==> src/rtl/seg_pkg.sv <==
// Shared segment-bus definitions: active-low g..a patterns for 0-9 and blank,
// recovered-digit codes, and the scan FSM state type.
package seg_pkg;

    localparam logic [6:0] SEG_0     = 7'h40;
    localparam logic [6:0] SEG_1     = 7'h79;
    localparam logic [6:0] SEG_2     = 7'h24;
    localparam logic [6:0] SEG_3     = 7'h30;
    localparam logic [6:0] SEG_4     = 7'h19;
    localparam logic [6:0] SEG_5     = 7'h12;
    localparam logic [6:0] SEG_6     = 7'h02;
    localparam logic [6:0] SEG_7     = 7'h78;
    localparam logic [6:0] SEG_8     = 7'h00;
    localparam logic [6:0] SEG_9     = 7'h10;
    localparam logic [6:0] SEG_BLANK = 7'h7F;

    localparam logic [3:0] DIG_BLANK   = 4'hF;
    localparam logic [3:0] DIG_ILLEGAL = 4'hE;

    typedef enum logic [1:0] {
        ST_WAIT,
        ST_SETTLE,
        ST_HELD
    } scan_state_t;

endpackage

==> src/rtl/seg_pattern_to_bcd.sv <==
// Combinational inverse of the BCD->segment encoder: active-low g..a pattern to
// nibble, with err set for any pattern the encoder never produces.
module seg_pattern_to_bcd
    import seg_pkg::*;
(
    input  logic [6:0] pattern,
    output logic [3:0] nibble,
    output logic       err
);

    always_comb begin
        nibble = DIG_ILLEGAL;
        err    = 1'b0;
        case (pattern)
            SEG_0:     nibble = 4'd0;
            SEG_1:     nibble = 4'd1;
            SEG_2:     nibble = 4'd2;
            SEG_3:     nibble = 4'd3;
            SEG_4:     nibble = 4'd4;
            SEG_5:     nibble = 4'd5;
            SEG_6:     nibble = 4'd6;
            SEG_7:     nibble = 4'd7;
            SEG_8:     nibble = 4'd8;
            SEG_9:     nibble = 4'd9;
            SEG_BLANK: nibble = DIG_BLANK;
            default: begin
                nibble = DIG_ILLEGAL;
                err    = 1'b1;
            end
        endcase
    end

endmodule

==> src/rtl/seg_scan_decoder.sv <==
// Reads back a multiplexed active-low 7-segment bus and recovers the shown digits.
// Optional stale-frame watchdog is built when SEG_STALE_TIMEOUT_EN is defined.
//
// state      | meaning
// ST_WAIT    | anode select invalid, or bus still moving
// ST_SETTLE  | one digit selected, counting stable cycles
// ST_HELD    | this dwell already sampled, waiting for the next change
module seg_scan_decoder
    import seg_pkg::*;
#(
    parameter int NDIG    = 4,
    parameter int SETTLE  = 8,
    parameter int TIMEOUT = 1 << 20
)(
    input  logic              clk,
    input  logic              rst,
    input  logic [NDIG-1:0]   an_n,
    input  logic [7:0]        seg_n,
    output logic [4*NDIG-1:0] digit_o,
    output logic [NDIG-1:0]   dp_o,
    output logic [NDIG-1:0]   digit_err,
    output logic              frame_valid,
    output logic              stale
);

    localparam int CW = $clog2(SETTLE + 1);

    if (SETTLE < 2 || TIMEOUT < 2) begin : g_param_check
        $error("seg_scan_decoder: SETTLE and TIMEOUT must both be >= 2");
    end

    logic [NDIG-1:0] an_q, an_p;
    logic [7:0]      seg_q, seg_p;
    scan_state_t     state;
    logic [CW-1:0]   settle_cnt;
    logic [NDIG-1:0] seen;
    logic [3:0]      shadow_dig [NDIG];
    logic [NDIG-1:0] shadow_dp;
    logic [NDIG-1:0] shadow_err;

    logic       an_ok, change, sample, frame_done;
    logic [3:0] dec_nib;
    logic       dec_err;

    seg_pattern_to_bcd u_dec (
        .pattern (seg_q[6:0]),
        .nibble  (dec_nib),
        .err     (dec_err)
    );

    assign an_ok      = $onehot(~an_q);
    assign change     = (an_q != an_p) || (seg_q != seg_p);
    assign sample     = (state == ST_SETTLE) && an_ok && !change
                        && (settle_cnt == CW'(SETTLE - 1));
    assign frame_done = &seen;

`ifdef SEG_STALE_TIMEOUT_EN
    localparam int TW = ($clog2(TIMEOUT) > 20) ? $clog2(TIMEOUT) : 20;
    logic [TW-1:0] to_cnt;
`else
    assign stale = 1'b0;
`endif

    always_ff @(posedge clk) begin
        if (rst) begin
            an_q        <= '1;
            an_p        <= '1;
            seg_q       <= '1;
            seg_p       <= '1;
            state       <= ST_WAIT;
            settle_cnt  <= '0;
            seen        <= '0;
            shadow_dp   <= '0;
            shadow_err  <= '0;
            digit_o     <= {NDIG{DIG_BLANK}};
            dp_o        <= '0;
            digit_err   <= '0;
            frame_valid <= 1'b0;
            for (int i = 0; i < NDIG; i++) shadow_dig[i] <= DIG_BLANK;
`ifdef SEG_STALE_TIMEOUT_EN
            to_cnt      <= '0;
            stale       <= 1'b0;
`endif
        end else begin
            an_q        <= an_n;
            seg_q       <= seg_n;
            an_p        <= an_q;
            seg_p       <= seg_q;
            frame_valid <= 1'b0;

            case (state)
                ST_WAIT: begin
                    if (an_ok && !change) begin
                        state      <= ST_SETTLE;
                        settle_cnt <= CW'(1);
                    end
                end
                ST_SETTLE: begin
                    if (change || !an_ok) begin
                        state      <= ST_WAIT;
                        settle_cnt <= '0;
                    end else if (settle_cnt == CW'(SETTLE - 1)) begin
                        state <= ST_HELD;
                    end else begin
                        settle_cnt <= settle_cnt + CW'(1);
                    end
                end
                ST_HELD: begin
                    // Counting from 0 here matches the WAIT path, which only
                    // reaches count 1 after the first stable cycle.
                    if (change) begin
                        state      <= an_ok ? ST_SETTLE : ST_WAIT;
                        settle_cnt <= '0;
                    end
                end
                default: begin
                    state      <= ST_WAIT;
                    settle_cnt <= '0;
                end
            endcase

            for (int i = 0; i < NDIG; i++) begin
                if (sample && !an_q[i]) begin
                    shadow_dig[i] <= dec_nib;
                    shadow_dp[i]  <= ~seg_q[7];
                    shadow_err[i] <= dec_err;
                end
            end

            if (frame_done) begin
                for (int i = 0; i < NDIG; i++) digit_o[4*i +: 4] <= shadow_dig[i];
                dp_o        <= shadow_dp;
                digit_err   <= shadow_err;
                frame_valid <= 1'b1;
            end
            seen <= (frame_done ? '0 : seen) | (sample ? ~an_q : '0);

`ifdef SEG_STALE_TIMEOUT_EN
            if (frame_done) begin
                to_cnt <= '0;
                stale  <= 1'b0;
            end else if (to_cnt == TW'(TIMEOUT - 1)) begin
                // Partial frame is abandoned once, on the cycle stale rises.
                if (!stale) begin
                    stale <= 1'b1;
                    seen  <= '0;
                end
            end else begin
                to_cnt <= to_cnt + TW'(1);
            end
`endif
        end
    end

endmodule

==> config.mk <==
export PLATFORM = sky130hd
export DESIGN_NAME = seg_scan_decoder
export DESIGN_NICKNAME = d
export VERILOG_FILES = /design/src/rtl/seg_pkg.sv /design/src/rtl/seg_pattern_to_bcd.sv /design/src/rtl/seg_scan_decoder.sv
export SDC_FILE = /design/constraint.sdc
export NUM_CORES = 1
export LEC_CHECK = 0
export CELL_PAD_IN_SITES_DETAIL_PLACEMENT = 1
export CELL_PAD_IN_SITES_GLOBAL_PLACEMENT = 1
export CORE_ASPECT_RATIO = 1.75
export CORE_MARGIN = 3
export CORE_UTILIZATION = 46
export DETAILED_ROUTE_END_ITERATION = 16
export HOLD_SLACK_MARGIN = 0.1
export PLACE_DENSITY = 0.91
export SLEW_MARGIN = 20
export SYNTH_ARGS = -nofsm -noshare
export SYNTH_HDL_FRONTEND = slang
export SYNTH_HIERARCHICAL = 1
export SYNTH_SLANG_ARGS = --single-unit
==> constraint.sdc <==
create_clock -name clk -period 7.8 [get_ports clk]
set_input_delay 0.78 -clock clk [delete_from_list [all_inputs] [get_ports clk]]
set_output_delay 0.78 -clock clk [all_outputs]
set_load 0.05 [all_outputs]
==> results by group, run 1 <==
Status
  – Outcome: complete, no violations

Route
  – Post-route ant nets: 0
  – Uppermost layer routed: met4
  – M1 WL: 2907 µm
  – WL per Instance: 15.76 µm
  – Via/cell ratio: 5.324
  – Vias: 2582
  – DR WL met3: 246 µm
  – Routed WL: 7643 µm
  – Drt pass-1 iters: 4
  – Met2 WL: 4272 µm
  – DRC viols: 0
  – DR iter-0 viols: 171

Min path
  – Hold Startpoint: dp_o[3]
  – HP Class: reg -> reg
  – Hold path depth: 2
  – Hold path endpoint: dp_o[3]

Placement
  – Post-DP HPWL: 5148 µm
  – Post-place instance area: 3820 µm²
  – # port buffers: 38
  – Placer Congestion: 0.7803
  – Placed cell count: 468

Power and ir drop
  – Maximum VDD drop: 0.1143 mV
  – Int Pwr: 0.7200 mW
  – Reg power frac: 0.494
  – Gate power share: 0.050
  – P_leak: 1.536 nW
  – Clock power share: 0.456
  – Sw power: 0.1940 mW
  – Pwr Density: 221.6 nW/µm²
  – Switch share: 0.2122

Clock network
  – Clk sinks: 83
  – Clk slew on worst S/H paths: 0.06 ns
  – Clk Latency, worst-skew pair: 0.34 ns
  – CTS Buf Count: 9
  – CTS tree: done
  – Clock Tree Buf Depth: 2
  – Clock root cell: clkbuf_16
  – CTS H-tree lvls: 3
  – CTS Hold Bufs: 0
  – Post-CTS Setup Bufs: 0
  – Post-CTS sizing: 0

Logic synthesis
  – Distinct cells, synth: 51
  – Synthesis-stage register bit count: 83
  – Dominant synthesized flop cell: dfxtp_1
  – Syn avg cell area: 9.457 µm²
  – Synthesized area: 3423 µm²
  – Mapped Cells: 362
  – Register area share after synthesis: 0.5322
  – Post-synth EDFFs: 16
  – Ys Warns: 6
  – Post-synth net total: 380
  – Post-synth ARST share: 0

Layout
  – Commonest cells after routing, fill and taps aside: nand2_1 (76), dfxtp_1 (67), clkdlybuf4s50_1 (37)
  – Area grow syn2layout: 20.47%
  – Most common library cell in the layout ignoring fill and taps: nand2_1
  – Fin cells: 485
  – Layout cells sized above 1: 0.1228
  – Fin nets: 412
  – Finished Core Util: 0.5701
  – Final instance area: 4124 µm²
  – Ant diodes: 0

Timing
  – Tcrit/Tclk final: 0.3922
  – Pin slew with the least headroom to its limit: 0.7706 ns
  – Final Hold Fails: 0
  – Setup TNS: 0 ns
  – Final slew viol count: 0
  – Clock Skew: 0.006772 ns
  – Final min period: 3.059 ns
  – F_max: 0.3269 GHz
  – Relative slew slack: 0.4863
  – Setup Viol. Count Final: 0
  – RSZ-0062 raised after global routing: no

Worst setup path
  – Worst r2r src: an_q[0]
  – Worst Setup Start Kind: register
  – Worst R2R Path Depth: 10
  – Crit Reg-Reg Endpoint: shadow_dig[0][2]
  – Worst EP arrival: 3.12 ns
  – Worst Path Required: 7.86 ns
  – Crit end category: register
  – R2R setup slack: 4.74 ns
  – Crit-path max FO: 11
  – CP Class: reg -> reg

Floorplanning
  – FP Rows: 41
  – Core area: 7233 µm²
  – # IOs: 40
  – Initial Util: 0.4733
  – Die footprint: 8554 µm²
  – Chip height: 120.1 µm
  – Die X: 71.21 µm

GRT
  – Largest net degree at the start of global routing: 72
  – First-pass GRT wire length: 12630 µm
  – GRT Util Overall: 0.1900
  – Vias in the first global route: 2674
  – Grt total ovfl: 0
  – Initial antenna violation count: 0

Run
  – Max-Cap Viols: 0
==> critical path, stage by stage, from the launching register on <==
cell,delay (ns)
dfxtp_1,0.36
fa_1,0.57
inv_1,0.04
ha_1,0.18
ha_1,0.27
nor2_1,0.15
nand3_1,0.17
nor2_1,0.24
nand2b_1,0.29
nor2_1,0.36
nand2_1,0.15
==> how the worst max path moves through the flow <==
stage | slack, ns | to | cells after the start | from
finish | 4.74 | shadow_dig[0][2] | 10 | an_q[0]
global route | 4.56 | shadow_dig[0][2] | 10 | an_q[0]
CTS | 4.73 | shadow_dig[0][2] | 10 | an_q[0]
detailed placement | 4.85 | shadow_dig[2][3] | 9 | an_q[0]
global placement | 5.03 | shadow_dig[2][1] | 9 | an_q[0]
floorplan | 5.19 | shadow_dig[2][0] | 10 | an_q[0]
==> cell usage after synthesis (2+ instances only) <==
library cell	number	area [µm²]
buf_1	2	7.510
o21ai_1	2	10.01
xnor2_1	2	17.52
nand2b_2	3	26.28
nor2_1	23	86.33
clkbuf_1	12	45.04
nor4_2	2	25.02
o21ai_0	6	30.03
inv_1	9	33.78
nand2_1	76	285.3
dfxtp_1	67	1341
nand3b_1	20	150.1
nand2b_1	7	43.79
buf_4	3	22.52
edfxtp_1	16	480.5
or3_1	3	18.77
and3b_1	2	17.52
or2_2	20	125.1
xor2_1	12	105.1
nand3_1	6	30.03
a21oi_1	24	120.1
o21bai_1	3	22.52
ha_1	3	37.54
nor4_1	2	12.51
nor3_1	7	35.03
nor2b_1	2	12.51
mux2i_1	3	30.03
nand4_1	2	12.51
==> routing by layer <==
metal	vias up	GRT usage
met5	-	0
met2	57	0.3450
met3	17	0.03856
met1	1229	0.1974
met4	0	0.1035
li1	1279	-
==> power by group through the flow <==
stage	combinational (mW)	sequential (mW)	clock (mW)
3_5_place_dp	0.0453	0.460	0
4_1_cts	0.0460	0.451	0.424
6_report	0.0456	0.451	0.417
3_3_place_gp	0.0435	0.460	0
5_1_grt	0.0507	0.452	0.441
2_1_floorplan	0.0344	0.457	0
==> registers in the layout, summed over array words and instances, names as in the netlist <==
name	cells
digit_err	4
settle_cnt	4
state	2
shadow_err	4
seen	4
seg_q	8
shadow_dig	16
frame_valid	1
shadow_dp	4
digit_o	16
seg_p	8
an_p	4
dp_o	4
an_q	4
==> kinds of logic (layout without fill, tap and decap cells) <==
kind of cell               Yosys count  count (layout)  share of synthesized area
and+or+nand+nor                    186             186                     0.2895
DFF                                 83              83                     0.5322
AOI/OAI and AO/OA                   44              44                    0.08078
buffers and inverters               27              64                    0.03509
xor gates and xnor gates            14              14                    0.03582
adders and majority gates            4               4                    0.01681
muxes                                3               3                   0.008772
other                                1               1                   0.001095
==> area by class of cell <==
| cell class | instances | area, µm² |
|---|---|---|
| clock buffer | 13 | 250.2 |
| sequential | 83 | 1822 |
| multi-input combinational | 252 | 1481 |
| inverter | 9 | 33.78 |
| fill | 812 | 3109 |
| tap | 86 | 107.6 |
| clock inverter | 3 | 40.04 |
| timing repair buffer | 39 | 389.1 |
==> stage by stage <==
stage	hold slack, ns	power, mW	worst slack [ns]
3_3_place_gp	0.4440	0.5033	5.031
4_1_cts	0.4625	0.9217	4.728
5_1_grt	0.4827	0.9443	4.563
3_5_place_dp	0.4459	0.5058	4.851
6_report	0.4602	0.9140	4.741
2_1_floorplan	0.4285	0.4915	5.193
Note: power is estimated with default switching activity, not from simulation.
==> inputs of run 2 (changes only) <==
CORE_UTILIZATION = 42   (was 46)
PLACE_DENSITY = 0.85   (was 0.91)
clock period = 3.2 ns   (was 7.8 ns; I/O delays follow)
==> results by group, run 2 (synthesized netlist as in run 1, its figures left out) <==
Status
  – Outcome: complete, no violations

Clock network
  – CTS tree: done
  – Clock root cell: clkbuf_16
  – CTS Buf Count: 9 (unchanged)
  – Clock Tree Buf Depth: 2 (unchanged)
  – CTS Hold Bufs: 0 (unchanged)
  – Clk slew on worst S/H paths: 0.05 ns (about the same)
  – Clk Latency, worst-skew pair: 0.33 ns (about the same)
  – Clk sinks: 83 (unchanged)
  – CTS H-tree lvls: 3 (unchanged)

Power and ir drop
  – Maximum VDD drop: 0.2956 mV (+160%)
  – Pwr Density: 530.3 nW/µm² (+140%)
  – PnR Total Power: 2.195 mW (+140%)
  – P_leak: 1.542 nW (+0.36%)

GRT
  – Grt total ovfl: 0 (unchanged)
  – Met2 GRT Util: 0.3305 (-0.01450)
  – GRT Util Overall: 0.1785 (-0.01144)
  – Vias in the first global route: 2715 (+1.5%)
  – Met3 GRT Util: 0.03701 (-0.001551)
  – Largest net degree at the start of global routing: 63 (-13%)
  – Met1 GRT Util: 0.1714 (-0.02605)
  – Initial antenna violation count: 0 (unchanged)
  – GR peak layer: met2
  – First-pass GRT wire length: 12610 µm (-0.11%)

Timing
  – WHS: 0.4530 ns (-0.007184 ns)
  – F_max: 0.3354 GHz (+2.6%)
  – Final Hold Fails: 0 (unchanged)
  – Final min period: 2.981 ns (-0.07794 ns)
  – Clock Skew: 0.003615 ns (-0.003157 ns)
  – Relative slew slack: 0.3921 (-0.09420)
  – Final slew viol count: 0 (unchanged)
  – Pin slew with the least headroom to its limit: 0.9119 ns (+0.1413 ns)
  – Setup TNS: 0 ns (unchanged)
  – Tcrit/Tclk final: 0.9317 (+0.5395)
  – Setup Viol. Count Final: 0 (unchanged)
  – RSZ-0062 raised after global routing: no
  – Final WS setup: 0.2186 ns (-4.522 ns)

Worst setup path
  – Slowest CP cell: fa_1
  – CP startpoint: an_q[0]
  – Worst Setup Start Kind: register
  – Crit-path max FO: 11 (unchanged)
  – Worst r2r src: an_q[0]
  – Worst EP arrival: 3.05 ns (-0.07 ns)
  – R2R setup slack: 0.22 ns (-4.52 ns)
  – CP Class: reg -> reg
  – CP peak stage delay: 0.57 ns (about the same)
  – Crit-path cells: fa_1, inv_1, ha_1, ha_1, nor2_1, nand3_1, nor2_1, nand2b_1, nor2_1, nand2_1
  – Crit end category: register
  – Worst R2R Path Depth: 10 (unchanged)
  – Crit Reg-Reg Endpoint: shadow_dig[1][2]
  – Cell mode on critical path: nor2_1
  – Worst Path Required: 3.27 ns (-4.59 ns)

Placement
  – Post-place instance area: 3855 µm² (+0.92%)
  – Post-place setup slack: 0.2487 ns (-4.603 ns)
  – Placer Congestion: 0.8339 (+6.9%)
  – # port buffers: 38 (unchanged)
  – Post-DP HPWL: 5383 µm (+4.6%)

Layout
  – Largest registers: digit_o x16, shadow_dig x16
  – Ant diodes: 0 (unchanged)
  – Fin nets: 415 (+0.73%)
  – Area grow syn2layout: 20.94%
  – Most common library cell in the layout ignoring fill and taps: nand2_1
  – Final instance area: 4140 µm² (+0.39%)
  – Commonest cells after routing, fill and taps aside: nand2_1 (76), dfxtp_1 (67), clkdlybuf4s50_1 (37)
  – Layout cells sized above 1: 0.1294 (+0.006546)

Route
  – Routed WL: 7417 µm (-3.0%)
  – Post-route ant nets: 0 (unchanged)
  – Drt pass-1 iters: 4 (unchanged)
  – DR iter-0 viols: 109 (-36%)
  – Via/cell ratio: 5.256 (-1.3%)
  – DRC viols: 0 (unchanged)
  – Vias: 2586 (+0.15%)
  – WL per Instance: 15.08 µm (-4.3%)

Floorplanning
  – Die footprint: 9313 µm² (+8.9%)
  – Core area: 7909 µm² (+9.3%)
  – Initial Util: 0.4328 (-0.04043)
  – Die X: 74.25 µm (+4.3%)
  – # IOs: 40 (unchanged)
  – FP Rows: 43 (+4.9%)
  – Chip height: 125.4 µm (+4.4%)

Run
  – Max-Cap Viols: 0 (unchanged)

Min path
  – Hold path depth: 2 (unchanged)
  – Hold Startpoint: dp_o[1]
  – Hold path endpoint: dp_o[1]
  – HP Class: reg -> reg
[run 2: power breakdown]
| group | switching (mW) | internal [mW] | total, mW |
|---|---|---|---|
| clock | 0.379 | 0.601 | 0.980 |
| sequential | 0.0192 | 1.08 | 1.10 |
| combinational | 0.0623 | 0.0552 | 0.118 |
[run 2: area by class of cell]
cell class / instances / area, µm²
Tap cell: 90 / 112.6
Multi-Input combinational cell: 252 / 1488
Clock buffer: 13 / 240.2
Inverter: 9 / 33.78
Clock inverter: 3 / 38.79
Sequential cell: 83 / 1822
Fill cell: 902 / 3769
Timing Repair Buffer: 42 / 405.4
[run 2: metal layers]
metal  vias to the layer above  share of wire
met2                        60           0.57
met4                         0          0.040
met5                         -              0
met1                      1228           0.36
li1                       1280              -
met3                        18          0.031
[run 2: worst max path at each step]
stage                             to  cells past startpoint
finish              shadow_dig[1][2]                     10
floorplan           shadow_dig[2][0]                     10
global route        shadow_dig[2][2]                     10
CTS                 shadow_dig[2][2]                      9
detailed placement  shadow_dig[2][2]                      9
global placement    shadow_dig[2][3]                      9
[run 2: what timing repair did]
item	4_1_cts	5_1_grt
gates resized for setup	0	2
buffers inserted	0	0
endpoints found under the setup margin	0	5
[run 2: critical path: cells and delay by family, from the launching register on]
kind                       cells  cell delay [ns]
and+or+nand+nor                6             1.27
buffers and inverters          1             0.05
adders and majority gates      3             1.02
DFF                            1             0.37
[run 2: stage by stage]
stage | std cells | utilization
global route | 492 | 0.5235
global placement | 476 | 0.4874
finish | 492 | 0.5235
detailed placement | 476 | 0.4874
floorplan | 362 | -
CTS | 492 | 0.5227
==> inputs of run 3 (changes only) <==
SKIP_CTS_REPAIR_TIMING = 1   (was not set)
==> results of run 3 <==
Final layout, timing and power as in run 2 (identical DEF).
